[src/rtl/img_pkg.sv]
// Shared constants for the image pipeline (source -> FIFO -> sobel -> FIFO -> sink).
//   PIX_W  : pixel width in bits
//   IMG_W  : image width in pixels
//   IMG_H  : image height in lines
//   clog2  : ceil(log2(n)) for use in parameter and port-width expressions
package img_pkg;

    localparam int unsigned PIX_W = 8;
    localparam int unsigned IMG_W = 720;
    localparam int unsigned IMG_H = 540;

    function automatic int unsigned clog2(input int unsigned n);
        int unsigned r;
        r = 0;
        for (int i = 0; i < 32; i++) begin
            if ((64'(1) << i) < 64'(n)) begin
                r = i + 1;
            end
        end
        return r;
    endfunction

endpackage

[src/rtl/fifo_ram.sv]
// Simple dual-port storage for fwft_fifo.
//   clock : write clock
//   we    : write enable, wdata stored at waddr on the rising edge
//   waddr : write address
//   wdata : write data
//   raddr : read address (the FIFO read pointer)
//   rdata : word at raddr; it is captured by the FIFO head register, which
//           acts as this RAM's registered read stage
module fifo_ram #(
    parameter int unsigned DWIDTH = 8,
    parameter int unsigned WORDS  = 15,
    parameter int unsigned AW     = 4
) (
    input  logic              clock,
    input  logic              we,
    input  logic [AW-1:0]     waddr,
    input  logic [DWIDTH-1:0] wdata,
    input  logic [AW-1:0]     raddr,
    output logic [DWIDTH-1:0] rdata
);

    logic [DWIDTH-1:0] mem [WORDS];

    always_ff @(posedge clock) begin
        if (we) begin
            mem[waddr] <= wdata;
        end
    end

    assign rdata = mem[raddr];

endmodule

[src/rtl/fwft_fifo.sv]
// First-word-fall-through FIFO, single clock.
// Storage is a (DEPTH-1)-word RAM plus a head register that drives dout, so
// total capacity is DEPTH. dout is valid whenever empty=0; a pop (rd_en with
// empty=0) consumes the head in the same cycle.
//   clock, reset        : rising-edge clock, asynchronous active-low reset
//   wr_en, din, full    : write side; write accepted when wr_en & ~full
//   almost_full         : count >= AF_LEVEL
//   rd_en, dout, empty  : read side; pop accepted when rd_en & ~empty
//   count               : words held, 0..DEPTH
//   overflow, underflow : sticky, write-while-full / read-while-empty seen
// All outputs are registered.
module fwft_fifo
    import img_pkg::*;
#(
    parameter int unsigned DWIDTH   = PIX_W,
    parameter int unsigned DEPTH    = 16,
    parameter int unsigned AF_LEVEL = DEPTH - 2
) (
    input  logic                  clock,
    input  logic                  reset,
    input  logic                  wr_en,
    input  logic [DWIDTH-1:0]     din,
    output logic                  full,
    output logic                  almost_full,
    input  logic                  rd_en,
    output logic [DWIDTH-1:0]     dout,
    output logic                  empty,
    output logic [clog2(DEPTH):0] count,
    output logic                  overflow,
    output logic                  underflow
);

    localparam int unsigned RAM_WORDS = DEPTH - 1;
    localparam int unsigned AW        = clog2(RAM_WORDS);
    localparam int unsigned CW        = clog2(DEPTH) + 1;

    logic [CW-1:0]     count_q, count_d;
    logic [AW-1:0]     wr_ptr_q, wr_ptr_d;
    logic [AW-1:0]     rd_ptr_q, rd_ptr_d;
    logic [DWIDTH-1:0] head_q, head_d;
    logic              full_q, empty_q, af_q, ovf_q, unf_q;

    logic              wr_acc, rd_acc, last_one, ram_we;
    logic [DWIDTH-1:0] ram_rdata;

    // RAM pointers wrap modulo DEPTH-1, which need not be a power of two.
    function automatic logic [AW-1:0] ptr_inc(input logic [AW-1:0] p);
        return (p == AW'(RAM_WORDS - 1)) ? '0 : p + 1'b1;
    endfunction

    fifo_ram #(
        .DWIDTH (DWIDTH),
        .WORDS  (RAM_WORDS),
        .AW     (AW)
    ) u_ram (
        .clock (clock),
        .we    (ram_we),
        .waddr (wr_ptr_q),
        .wdata (din),
        .raddr (rd_ptr_q),
        .rdata (ram_rdata)
    );

    assign wr_acc   = wr_en & ~full_q;
    assign rd_acc   = rd_en & ~empty_q;
    assign last_one = (count_q == CW'(1));

    always_comb begin
        head_d   = head_q;
        wr_ptr_d = wr_ptr_q;
        rd_ptr_d = rd_ptr_q;
        ram_we   = 1'b0;
        count_d  = count_q;

        if (wr_acc && (empty_q || (rd_acc && last_one))) begin
            // Head is (or becomes) vacant with the RAM empty: din bypasses.
            head_d = din;
        end else begin
            // RAM holds count-1 words, so with count>=2 its read word is next.
            if (rd_acc && !last_one) begin
                head_d   = ram_rdata;
                rd_ptr_d = ptr_inc(rd_ptr_q);
            end
            if (wr_acc) begin
                ram_we   = 1'b1;
                wr_ptr_d = ptr_inc(wr_ptr_q);
            end
        end

        case ({wr_acc, rd_acc})
            2'b10:   count_d = count_q + 1'b1;
            2'b01:   count_d = count_q - 1'b1;
            default: count_d = count_q;
        endcase
    end

    always_ff @(posedge clock or negedge reset) begin
        if (!reset) begin
            count_q  <= '0;
            wr_ptr_q <= '0;
            rd_ptr_q <= '0;
            head_q   <= '0;
            full_q   <= 1'b0;
            empty_q  <= 1'b1;
            af_q     <= 1'b0;
            ovf_q    <= 1'b0;
            unf_q    <= 1'b0;
        end else begin
            count_q  <= count_d;
            wr_ptr_q <= wr_ptr_d;
            rd_ptr_q <= rd_ptr_d;
            head_q   <= head_d;
            full_q   <= (count_d == CW'(DEPTH));
            empty_q  <= (count_d == '0);
            af_q     <= (count_d >= CW'(AF_LEVEL));
            ovf_q    <= ovf_q | (wr_en & full_q);
            unf_q    <= unf_q | (rd_en & empty_q);
        end
    end

    assign full        = full_q;
    assign almost_full = af_q;
    assign dout        = head_q;
    assign empty       = empty_q;
    assign count       = count_q;
    assign overflow    = ovf_q;
    assign underflow   = unf_q;

endmodule

[config.mk]
export PLATFORM = sky130hd
export DESIGN_NAME = fwft_fifo
export DESIGN_NICKNAME = d
export VERILOG_FILES = /design/src/rtl/img_pkg.sv /design/src/rtl/fifo_ram.sv /design/src/rtl/fwft_fifo.sv
export SDC_FILE = /design/constraint.sdc
export NUM_CORES = 1
export LEC_CHECK = 0
export CAP_MARGIN = 40
export CORE_MARGIN = 2
export CORE_UTILIZATION = 38
export DETAILED_ROUTE_END_ITERATION = 16
export PLACE_DENSITY = 0.66
export SYNTH_ARGS = -nofsm -noshare
export SYNTH_HDL_FRONTEND = slang
export SYNTH_SLANG_ARGS = --single-unit
[constraint.sdc]
create_clock -name clock -period 2.3 [get_ports clock]
set_input_delay 0.23 -clock clock [delete_from_list [all_inputs] [get_ports clock]]
set_output_delay 0.23 -clock clock [all_outputs]
set_load 0.01 [all_outputs]
==> flow_metrics.tcl, run 1 <==
set metrics [dict create \
    first_global_vias 3744 \
    rsz0062_at_grt "false" \
    dieArea_mm2 0.01746 \
    place.gp.congestion 0.8138 \
    power.total_mw 9.262 \
    crit_arrival_ps 2470 \
    synth-compound-area-share_pct 8.099 \
    cts_tree "built" \
    setup_violations 0 \
    mostFrequentLayoutCells "edfxtp_1, buf_4, clkdlybuf4s50_1" \
    clk_latency_ps 420 \
    post-dp-hpwl_mm 9.538 \
    cts.htree.levels 4 \
    async_flop_share_pct 17.81 \
    syn_to_final_growth_pct 23.02 \
    synth_top_family_by_area "multiplexers" \
    fin_nets 486 \
    ios 30 \
    ys_seq_elements 146 \
    synth_xor_area_share_pct 0 \
    drc_errors 0 \
    num_rows 46 \
    cap_viol_max_count 0 \
    syn_nets 411 \
    finClkSkew_ps 5.921 \
    tightest_slew_ps 736.2 \
    clkSinkCount 146 \
    routed_wl_mm 13.61 \
    reg2reg_depth 7 \
    status "finished clean" \
    start_kind "register" \
    timing.final.crit_share_pct 94.04 \
    clk_pin_slew_ps 60 \
    timing.rr.start "full" \
    setup_tns_ps 0 \
    fin_crit_ps 2163 \
    synth_edf_count 120 \
    first_pass_iters 5 \
    postCtsSetupBuffers 0 \
    drive_gt1_share_pct 25.10 \
    synthSimpleGateAreaFrac_pct 8.160 \
    final-max-slew-violation-count 0 \
    design.core.area_mm2 0.01594 \
    holdCritPathClass "input port to asynchronous set/reset pin" \
    cts-buffers-inserted 17 \
    synth_area_mm2 0.006241 \
    slowest_stage "dfrtp_1" \
    postRouteAntennaNets 0 \
    chipWidth_um 132.2 \
    cp-end-kind "register" \
    die_y_um 132.2 \
    fmax_mhz 462.4 \
    critPathMaxStageDelay_ps 410 \
    grt_use_total_pct 16.39 \
    yosysUniqueCellTypes 58 \
    gr-total-overflow 0 \
    peakVddDrop_mv 0.6666 \
    path_max_fanout 8 \
    fill_cells 1337 \
    leakagePower_nw 2.734 \
    cts-resized-gates 0 \
    synth_seq_area_share_pct 68.18 \
    antenna_found_initial 0 \
    port_buffers 29 \
    final_hold_viol_count 0 \
    clock-root-buffer "clkbuf_16" \
    initial_core_util_pct 39.15 \
    yosys_warnings 0 \
    syn_inst 394 \
    vias_per_cell 5.335 \
    synth_ff_type "edfxtp_1" \
    grt_max_degree 30 \
    synthMuxAreaShare_pct 11.17 \
    required_ps 2610 \
    reg2reg_to "full" \
    clk_path_buf_depth 2 \
    crit_chain "and2b_1, clkinv_1, ha_1, and4b_1, o311ai_0, o21a_1, nor4b_1" \
    grt_pass1_wl_mm 21.49 \
    critPathKind "register to register" \
    slew_headroom_pct 50.77 \
    regToRegSetupSlack_ps 140 \
    drt_iter0_drc 497 \
    synth-adder-area-share_pct 1.002 \
    antenna_cells 0 \
    mostFrequentLayoutCell "edfxtp_1" \
    pwr_density_cell_mw_per_mm2 1206 \
    ctsHoldBuffers 0 \
    wl_per_cell_um 19.49 \
    dr_total_vias 3724 \
    avgSynthCellArea_um2 15.84 \
    fin_hold_ws_ps 206.0 \
]
[worst max path at each step]
stage / startpoint / endpoint / slack, ps
after floorplan: count[1] / u_ram.mem[13][0] / -50
after global placement: wr_en / u_ram.mem[2][7] / -20
after detailed placement: wr_en / full / -70
after CTS: count[1] / dout[6] / 130
after global routing: full / full / 2
final: full / full / 140
[metrics by stage]
stage | utilization [%] | cells | worst slack (ps) | area [µm²]
5_1_grt | 48.16 | 698 | 1.514 | 7677
4_1_cts | 48.16 | 698 | 128.2 | 7677
3_3_place_gp | 44.50 | 666 | -22.18 | 7094
6_report | 48.16 | 698 | 137.2 | 7677
3_5_place_dp | 44.50 | 666 | -74.90 | 7094
2_1_floorplan | - | 394 | -52.24 | 6262
[kinds of logic (layout without fill, tap and decap cells)]
group                    after synthesis  in the layout
adder cells (fa/ha/maj)                5              5
flip-flops                           146            146
multiplexers                          42             42
AND/OR/NAND/NOR                       91             91
AO/OA/AOI/OAI                         68             68
buffers and inverters                 42            130
[power breakdown]
group          internal, mW  switching (mW)
Sequential             3.25           0.310
Clock                  1.61            1.08
Combinational          1.49            1.53
Total                  6.34            2.92
[layout make-up]
| type | instances | area [µm²] | area share (%) |
|---|---|---|---|
| clock inverters | 15 | 157.7 | 2.053 |
| flip-flops and latches | 146 | 4257 | 55.44 |
| clock buffers | 17 | 425.4 | 5.541 |
| well taps | 216 | 270.3 | 3.520 |
| repair buffers | 82 | 713.2 | 9.289 |
| inverters | 16 | 60.06 | 0.7823 |
| multi-input cells | 206 | 1794 | 23.37 |
[synthesized netlist by cell type (3+ instances only)]
library cell / count / share of area, %
nor2_1: 20 / 1.2
o22ai_1: 7 / 0.70
nand3b_1: 3 / 0.36
nor3_1: 12 / 0.96
or3_1: 7 / 0.70
clkbuf_1: 11 / 0.66
dfrtp_1: 25 / 10
o21ai_0: 17 / 1.4
a2111oi_0: 4 / 0.56
nor2b_1: 5 / 0.50
nand2_1: 18 / 1.1
nand2b_1: 5 / 0.50
inv_1: 15 / 0.90
a222oi_1: 6 / 0.96
buf_2: 9 / 0.72
mux2i_1: 19 / 3.0
nand3_1: 4 / 0.32
a22o_1: 7 / 0.98
a21oi_1: 8 / 0.64
buf_6: 3 / 0.54
edfxtp_1: 120 / 58
ha_1: 5 / 1.0
mux4_2: 22 / 7.9
[critical path: cells and delay by family (launching register included)]
kind | cells | cell delay, ps
adders and majority gates | 1 | 320
and+or+nand+nor | 3 | 850
AOI/OAI and AO/OA | 2 | 330
DFF | 1 | 410
buffers and inverters | 1 | 160
[per-layer routing]
metal	GRT usage [%]	share of wire (%)	wire length, µm	vias up
met3	3.845	5.6	768	16
met5	0	0	0	-
met4	6.522	2.0	270	0
met1	22.54	44	5930	1876
li1	-	-	-	1702
met2	25.32	49	6636	130
[state kept, by name, summed over array words and instances (netlist names)]
signal and count:
overflow 1, u_ram.mem 120, underflow 1, dout 8, count 5, empty 1
almost_full 1, full 1, rd_ptr_q 4, wr_ptr_q 4
Power figures use the tool's default switching activity.
==> run 2: changes to the inputs <==
--- a/config.mk
+++ b/config.mk
@@ -9,7 +9,9 @@
 export CORE_MARGIN = 2
 export CORE_UTILIZATION = 38
 export DETAILED_ROUTE_END_ITERATION = 16
-export PLACE_DENSITY = 0.66
+export DONT_BUFFER_PORTS = 1
+export PLACE_DENSITY = 0.63
 export SYNTH_ARGS = -nofsm -noshare
 export SYNTH_HDL_FRONTEND = slang
 export SYNTH_SLANG_ARGS = --single-unit
+export TNS_END_PERCENT = 1
==> run 2 against run 1 <==
Critical path depth is 1 higher. Utilization is 1.3 points lower. Maximum frequency is 0.78% lower. Sequential share of layout area is 1.6 points higher. Register-to-register slack worse by 20 ps. Hold slack worse by 110 ps. Clock-buffer cell count is 1 higher. Final area is 2.8% lower. Combinational power is 13% lower. Clock power is 5% higher. Clock skew is 2.2 ps higher. Sequential power is 2% higher. Critical endpoint is now dout[6].
==> flow_metrics.tcl, run 2 (synthesis gave the netlist of run 1 again) <==
set metrics [dict create \
    status "finished clean" \
    grt_max_degree 27 \
    first_pass_iters 5 \
    syn_to_final_growth_pct 19.61 \
    fin_hold_ws_ps 97.37 \
    dieArea_mm2 0.01746 \
    mostFrequentLayoutCells "edfxtp_1, buf_4, dfrtp_1" \
    start_kind "register" \
    reg2reg_to "dout[6]" \
    largest-register "u_ram.mem" \
    vias_per_cell 5.377 \
    critPathMaxStageDelay_ps 410 \
    grt_pass1_wl_mm 21.11 \
    whs_endpoint "dout[4]" \
    path_buf_inv 3 \
    clkSinkCount 146 \
    cts_tree "built" \
    drc_errors 0 \
    power.total_mw 9.090 \
    holdCritPathClass "input port to register" \
    cts.htree.levels 4 \
    grt_use_total_pct 16.23 \
    ios 30 \
    first_global_vias 3608 \
    drt_iter0_drc 374 \
    port_buffers 0 \
    fmax_mhz 458.8 \
    clock-root-buffer "clkbuf_16" \
    cp_top_family "simple AND/OR/NAND/NOR gates" \
    critPathKind "register to register" \
    setup_violations 0 \
    cp-end-kind "register" \
    clk_latency_ps 410 \
    timing.rr.start "count[1]" \
    path_max_fanout 8 \
    largest_register_ffs 120 \
    cts-buffers-inserted 17 \
    clk_path_buf_depth 2 \
    min_from "din[4]" \
    timing.final.crit_share_pct 94.77 \
    slew_headroom_pct 55.74 \
    setup_tns_ps 0 \
    path_depth 8 \
    crit_arrival_ps 2470 \
    wl_per_cell_um 19.98 \
    required_ps 2590 \
    peakVddDrop_mv 0.6045 \
    antenna_found_initial 0 \
    reg2reg_depth 8 \
    gr-total-overflow 0 \
    pwr_density_cell_mw_per_mm2 1218 \
    finClkSkew_ps 8.082 \
    fin_nets 456 \
    drive_gt1_share_pct 25.00 \
    rsz0062_at_grt "false" \
    final_util_pct 46.82 \
    routed_wl_mm 13.37 \
    num_rows 46 \
    clk_pin_slew_ps 60 \
    place.gp.congestion 0.8017 \
    holdPathStages 2 \
    postRouteAntennaNets 0 \
    final_hold_viol_count 0 \
    regToRegSetupSlack_ps 120 \
    post-dp-hpwl_mm 8.549 \
    slowest_stage "nor4b_4" \
    initial_core_util_pct 39.15 \
    chipWidth_um 132.2 \
    design.core.area_mm2 0.01594 \
    mostFrequentLayoutCell "edfxtp_1" \
    dr_total_vias 3597 \
    die_y_um 132.2 \
    cap_viol_max_count 0 \
    crit_chain "inv_1, ha_1, nor4b_4, buf_6, nor4_2, buf_4, a22o_1, or3_1" \
    leakagePower_nw 2.623 \
    final-max-slew-violation-count 0 \
    fin_crit_ps 2180 \
    tightest_slew_ps 661.7 \
]
[run 2: what timing repair did]
item                                   4_1_cts  5_1_grt
pin swaps                                    0        1
endpoints found under the hold margin      148        0
buffers inserted                             0        1
hold buffers                                12        0
setup endpoints to repair                    1      122
resized for setup                            1        5
[run 2: worst max-delay path by stage]
stage / slack, ps / to / startpoint
floorplan: -50 / u_ram.mem[13][0] / count[1]
global placement: 70 / full / full
detailed placement: 40 / full / full
CTS: 10 / u_ram.mem[1][2] / full
global route: 7 / dout[6] / count[1]
finish: 120 / dout[6] / count[1]
[run 2: through the flow]
stage | setup WS, ps | cells | instance area, µm²
after global placement | 66.88 | 623 | 6686
after detailed placement | 36.89 | 623 | 6686
after global routing | 7.200 | 668 | 7462
after CTS | 10.01 | 667 | 7436
final | 120.2 | 669 | 7465
after floorplan | -52.24 | 394 | 6261
[run 2: final cells by class]
cell class                 instances  area [µm²]
fill                            1353        8478
sequential                       146        4257
multi-input combinational        206        1808
timing repair buffer              52       446.7
clock buffer                      18       429.2
tap                              216       270.3
clock inverter                    14       187.7
inverter                          16       63.81
antenna                            1       2.502
[run 2: routing by layer]
metal / global-route usage [%] / part of all wire [%]
met1: 19.99 / 42
met2: 27.55 / 52
met3: 3.998 / 4.2
met4: 6.461 / 1.6
met5: 0 / 0
[run 2: power breakdown]
group / total [mW] / switching, mW / internal, mW
logic: 2.62 / 1.39 / 1.23
clock network: 2.83 / 1.02 / 1.81
registers: 3.64 / 0.385 / 3.25
total: 9.09 / 2.80 / 6.29
